**config.mk**
```make
export PLATFORM = sky130hd
export DESIGN_NAME = bcd_check_seq
export DESIGN_NICKNAME = d
export VERILOG_FILES = /design/src/rtl/bcd_check_seq_pkg.sv /design/src/rtl/bcd_check_seq_digit_shreg.sv /design/src/rtl/bcd_check_seq.sv
export SDC_FILE = /design/constraint.sdc
export NUM_CORES = 1
export LEC_CHECK = 0
export ABC_CLOCK_PERIOD_IN_PS = 1600
export CAP_MARGIN = 25
export CELL_PAD_IN_SITES_DETAIL_PLACEMENT = 0
export CELL_PAD_IN_SITES_GLOBAL_PLACEMENT = 1
export CORE_MARGIN = 1
export CORE_UTILIZATION = 30
export DETAILED_ROUTE_END_ITERATION = 16
export GPL_ROUTABILITY_DRIVEN = 0
export PLACE_DENSITY = 0.77
export REMOVE_ABC_BUFFERS = 1
export SETUP_SLACK_MARGIN = 0.5
export SLEW_MARGIN = 20
export SYNTH_ARGS = -nofsm -noshare
export SYNTH_HDL_FRONTEND = slang
export SYNTH_SLANG_ARGS = --single-unit
```
**constraint.sdc**
```tcl
create_clock -name clk -period 1.6 [get_ports clk]
set_clock_uncertainty 0.2 [all_clocks]
set_input_delay 0.32 -clock clk [delete_from_list [all_inputs] [get_ports clk]]
set_output_delay 0.32 -clock clk [all_outputs]
set_load 0.005 [all_outputs]
```
**src/rtl/bcd_check_seq_pkg.sv**
```systemverilog
// Shared constants and FSM state type for the BCD frame checker.
package bcd_check_seq_pkg;

    localparam int unsigned NUM_DIGITS = 4;
    localparam int unsigned DIGIT_W    = 4;
    localparam int unsigned BCD_MAX    = 9;
    localparam int unsigned NUM_W      = NUM_DIGITS * DIGIT_W;

    typedef enum logic [1:0] {
        COLLECT = 2'd0,
        CHECK   = 2'd1,
        RESULT  = 2'd2
    } state_t;

endpackage

```
**src/rtl/bcd_check_seq_digit_shreg.sv**
```systemverilog
// Digit shift register for bcd_check_seq: assembles a frame LSD-first, counts
// accepted digits and remembers whether any of them exceeded BCD_MAX.
module bcd_digit_shreg #(
    parameter int unsigned NUM_DIGITS = bcd_check_seq_pkg::NUM_DIGITS,
    parameter int unsigned DIGIT_W    = bcd_check_seq_pkg::DIGIT_W
) (
    input  logic                          clk,
    input  logic                          rst_n,
    input  logic                          clr,
    input  logic                          load,
    input  logic                          bad_clr,
    input  logic [DIGIT_W-1:0]            digit_in,
    output logic [NUM_DIGITS*DIGIT_W-1:0] num_out,
    output logic                          bad,
    output logic                          last
);

    import bcd_check_seq_pkg::*;

    localparam int unsigned NW    = NUM_DIGITS * DIGIT_W;
    localparam int unsigned CNT_W = (NUM_DIGITS > 1) ? $clog2(NUM_DIGITS) : 1;
    localparam logic [CNT_W-1:0] CNT_LAST = CNT_W'(NUM_DIGITS - 1);

    logic [CNT_W-1:0] cnt;
    logic             digit_bad;

    assign digit_bad = (32'(digit_in) > BCD_MAX);
    assign last      = load && (cnt == CNT_LAST);

    always_ff @(posedge clk or negedge rst_n) begin
        if (!rst_n) begin
            num_out <= '0;
            cnt     <= '0;
            bad     <= 1'b0;
        end else if (clr) begin
            num_out <= '0;
            cnt     <= '0;
            bad     <= 1'b0;
        end else begin
            if (load) begin
                // New digit enters at the top so the first digit ends in [DIGIT_W-1:0].
                num_out <= {digit_in, num_out[NW-1:DIGIT_W]};
                cnt     <= (cnt == CNT_LAST) ? '0 : cnt + 1'b1;
            end
            if (bad_clr)
                bad <= 1'b0;
            else if (load && digit_bad)
                bad <= 1'b1;
        end
    end

endmodule

```
**src/rtl/bcd_check_seq.sv**
```systemverilog
// BCD frame collector/checker: gathers NUM_DIGITS digits, lets an external
// checker judge the word, and holds the verdict until consumed.
// Optional pass counter enabled by macro BCD_CHECK_SEQ_PASSCNT_EN.
module bcd_check_seq #(
    parameter int unsigned NUM_DIGITS = bcd_check_seq_pkg::NUM_DIGITS,
    parameter int unsigned DIGIT_W    = bcd_check_seq_pkg::DIGIT_W
) (
    input  logic                          clk,
    input  logic                          rst_n,
    input  logic                          clear,
    input  logic [DIGIT_W-1:0]            digit_in,
    input  logic                          digit_valid,
    output logic                          digit_ready,
    output logic [NUM_DIGITS*DIGIT_W-1:0] num_out,
    input  logic                          chk_result,
    output logic                          res_valid,
    input  logic                          res_ready,
    output logic                          res_bit,
    output logic                          err
`ifdef BCD_CHECK_SEQ_PASSCNT_EN
    ,
    output logic [7:0]                    pass_cnt
`endif
);

    import bcd_check_seq_pkg::*;

    state_t state;
    state_t state_nxt;
    logic   load;
    logic   handshake;
    logic   bad;
    logic   last;

    bcd_digit_shreg #(
        .NUM_DIGITS (NUM_DIGITS),
        .DIGIT_W    (DIGIT_W)
    ) u_shreg (
        .clk      (clk),
        .rst_n    (rst_n),
        .clr      (clear),
        .load     (load),
        .bad_clr  (handshake),
        .digit_in (digit_in),
        .num_out  (num_out),
        .bad      (bad),
        .last     (last)
    );

    always_ff @(posedge clk or negedge rst_n) begin
        if (!rst_n)
            state <= COLLECT;
        else
            state <= state_nxt;
    end

    always_comb begin
        state_nxt = state;
        if (clear) begin
            state_nxt = COLLECT;
        end else begin
            case (state)
                COLLECT: if (last)      state_nxt = CHECK;
                CHECK:                  state_nxt = RESULT;
                RESULT:  if (res_ready) state_nxt = COLLECT;
                default:                state_nxt = COLLECT;
            endcase
        end
    end

    // clear masks both the digit accept and the verdict handshake.
    always_comb begin
        digit_ready = (state == COLLECT);
        load        = digit_valid && digit_ready && !clear;
        handshake   = (state == RESULT) && res_ready && !clear;
    end

    always_ff @(posedge clk or negedge rst_n) begin
        if (!rst_n) begin
            res_valid <= 1'b0;
            res_bit   <= 1'b0;
            err       <= 1'b0;
        end else if (clear) begin
            res_valid <= 1'b0;
        end else if (state == CHECK) begin
            res_bit   <= chk_result && !bad;
            err       <= bad;
            res_valid <= 1'b1;
        end else if (handshake) begin
            res_valid <= 1'b0;
        end
    end

`ifdef BCD_CHECK_SEQ_PASSCNT_EN
    always_ff @(posedge clk or negedge rst_n) begin
        if (!rst_n)
            pass_cnt <= '0;
        else if (handshake && res_bit && (pass_cnt != 8'hFF))
            pass_cnt <= pass_cnt + 8'd1;
    end
`endif

endmodule

```
==> impl_summary.txt <==
----------------------------------------------------
[Synth]
  Area leader, netlist ... dfrtp_1
  Number of different library cells in the post-synthesis netlist ... 21
  Summed instance area of the synthesized netlist ... ~950 sq um
  Average cell area after synthesis ... around 14 sq um
  Most area-consuming cells after synthesis ... dfrtp_1, a22o_1, nor4b_4
  Flop and latch count out of synthesis ... 24
  Synth Warn # ... 0
  Yosys top cell area share ... 0.635
  Gate count of the mapped netlist ... 66
  Register area share after synthesis ... 0.635

[Timing]
  Transition time of the tightest slew-check pin ... between 0.3 and 0.4 ns
  Worst hold slack across all endpoints ... approximately 0.13 ns
  Relative slew slack ... 0.796
  Period minus WS final ... 1.51 ns
  Part of the cycle the worst path needs ... 0.942
  Setup violators final ... 0
  Count of pins over their slew limit ... 0
  Achievable frequency ... around 660 MHz
  Worst path setup slack after routing ... roughly 0.093 ns
  Setup repair after global routing missed its margin ... yes
  Final hold violations ... 0

[Final layout]
  Post-route insts no fill ... 171
  Number of inserted diodes ... 0
  P&R area growth vs syn ... 62.0%
  Number of nets in the finished design ... 139
  Share of post-route cells with drive strength above 1 ... 0.543

[Worst setup path]
  Worst setup SP type ... register
  Worst EP arrival ... 0.99 ns
  Setup Crit Path Kind ... reg2out
  Element type at the critical path end ... output pin
  Highest fanout seen on the critical path ... 2
  Critical path data required time ... 1.08 ns

[Placed design]
  Cell count after placement ... between 100 and 150
  HPWL Detailed ... 1380 microns
  Worst setup timing slack at the placement stage ... -0.371 ns
  I/O Buffers ... 29

[Detailed routing]
  Antenna violation net count after detailed routing ... 0
  Total via count after detailed routing ... about 790
  Vias per std cell ... approximately 4.6
  DRC Markers ... 0
  Routed Wire Length ... 2220 microns
  Number of iterations in the first detailed-routing pass ... 4
  1st-iter DRT viols ... 17
  Routed WL per cell ... 13.0 microns

[Job]
  Number of max-cap violations ... 0

[Floorplan]
  Initial core utilization ... 0.312
  Boundary pin count ... 30
  Std-Cell Core Area ... about 3000 sq um
  Width of the die ... 58.2 microns
  Number of core rows ... 20
  Die boundary height ... roughly 58 microns
  Die area ... 3380 sq um

[Clocking]
  Clock-pin slew on the worst setup and hold paths ... 0.14 ns
  Cell at the root of the clock tree ... clkbuf_4
  Max Buffers Root-to-Sink ... 2
  CTS tree ... done
  Clock latency reported for the late side of the worst-skew pair ... 0.32 ns
  Deepest level of the CTS H-tree ... 1
  Inserted Clock Buffers ... 3
  Number of buffers added to fix hold violations after cts ... 0
  Number of clock sinks seen by CTS ... 24

[Hold path]
  Hold WC Path Type ... in2async

[Power]
  Max IR drop VDD ... roughly 0.53 mV
  Power density of the placed cells ... between 800 and 900 nW/um^2
  Leak ... 0.807 nW

[GRT]
  Overflow left after global routing ... 0
  Pin count of the biggest net entering global routing ... 25
  Vias in the first global route ... 776
  Overall global routing resource usage ... 0.138
  First-pass GRT wire length ... roughly 3500 microns
  Antenna violations before repair ... 0

[Run status]
  Status ... finished, final reports clean

----------------------------------------------------
[per-stage QoR]
| step | setup TNS, ns | util | instance area (sq um) | total power [mW] |
|---|---|---|---|---|
| floorplan | -0.0556 | - | 916 | 0.694 |
| global placement | -7.06 | 0.439 | 1330 | 0.784 |
| detailed placement | -7.12 | 0.439 | 1330 | 0.788 |
| CTS | 0 | 0.476 | 1440 | 1.24 |
| global route | 0 | 0.506 | 1530 | 1.30 |
| finish | 0 | 0.506 | 1530 | 1.25 |
[sequential cells by signal, summed over array words and instances (netlist names)]
name	cells
u_shreg.num_out	16
u_shreg.cnt	2
res_valid	1
u_shreg.bad	1
err	1
state	2
res_bit	1
[placed cells by master, fill, tap and decap left out, types with 2 or more instances in the layout]
cell / Yosys / final
nor2_2: 1 / 2
clkbuf_4: 0 / 3
dfrtp_1: 24 / 24
buf_4: 1 / 27
buf_2: 0 / 20
buf_6: 2 / 3
inv_1: 4 / 3
clkdlybuf4s50_1: 0 / 8
a22o_1: 18 / 18
[routing by layer]
| layer | GRT usage | up-vias | wire length (microns) |
|---|---|---|---|
| li1 | - | 370 | - |
| met1 | 0.173 | 401 | 989 |
| met2 | 0.225 | 20 | 1130 |
| met3 | 0.0513 | 2 | 89 |
| met4 | 0.0340 | 0 | 11 |
| met5 | 0 | - | 0 |
[cell type report]
class / instances / area [sq um]
Clock buffer: 3 / 22.5
Sequential cell: 24 / 601
Tap cell: 44 / 55.1
Inverter: 4 / 17.5
Fill cell: 274 / 1500
Timing Repair Buffer: 60 / 445
Multi-Input combinational cell: 35 / 362
Clock inverter: 1 / 30.0
[worst max-delay path, stage by stage (launching register included)]
cell,delay (ns)
dfrtp_1,0.41
nor2_2,0.13
buf_2,0.13
[report_power, final]
group	leakage [nW]	switching (mW)	internal, mW
logic	0.450	0.0708	0.0920
registers	0.329	0.0144	0.628
clock network	0.0279	0.191	0.254
[final timing paths]
path                                                   endpoint  slack (ns)               startpoint  cells after the start
worst max-delay path                                digit_ready        0.09     state[1]$_DFFE_PN0P_                      2
worst min-delay path            u_shreg.num_out[11]$_DFFE_PN0P_        0.13                    rst_n                      2
worst max register to register   u_shreg.num_out[8]$_DFFE_PN0P_        0.12     state[0]$_DFFE_PN0P_                      4
worst min register to register              res_bit$_DFFE_PN0P_        0.31  u_shreg.bad$_DFFE_PN0P_                      1
max in group asynchronous               u_shreg.bad$_DFFE_PN0P_        0.83                    rst_n                      2
min in group clk                            res_bit$_DFFE_PN0P_        0.31  u_shreg.bad$_DFFE_PN0P_                      1
[cell usage after synthesis]
library cell and number:
mux2_2 1, a22o_1 18, o21a_1 1, o21ai_0 1, nand2b_1 1, dfrtp_1 24
inv_1 4, a21oi_1 1, a21boi_0 1, a31oi_1 1, a21oi_2 1, buf_4 1
nand3_1 1, nor2_2 1, and4b_2 1, o41ai_1 1, o211a_1 1, ha_1 1
nor2_1 2, buf_6 2, nor4b_4 1
[cells by family (layout without fill, tap and decap cells)]
family	after synthesis	after routing	share of synthesized area
AO/OA/AOI/OAI	26	26	0.229
flip-flops	24	24	0.635
AND/OR/NAND/NOR	7	7	0.0635
buffers and inverters	7	68	0.0476
adder cells (fa/ha/maj)	1	1	0.0132
multiplexers	1	1	0.0119
[timing repair]
action / in CTS / in global routing
setup endpoints to repair: 44 / 44
buffers inserted: 16 / 6
gates cloned: 0 / 0
pin swaps: 5 / 3
gates resized for setup: 87 / 8
(Power assumes the default switching activity.)
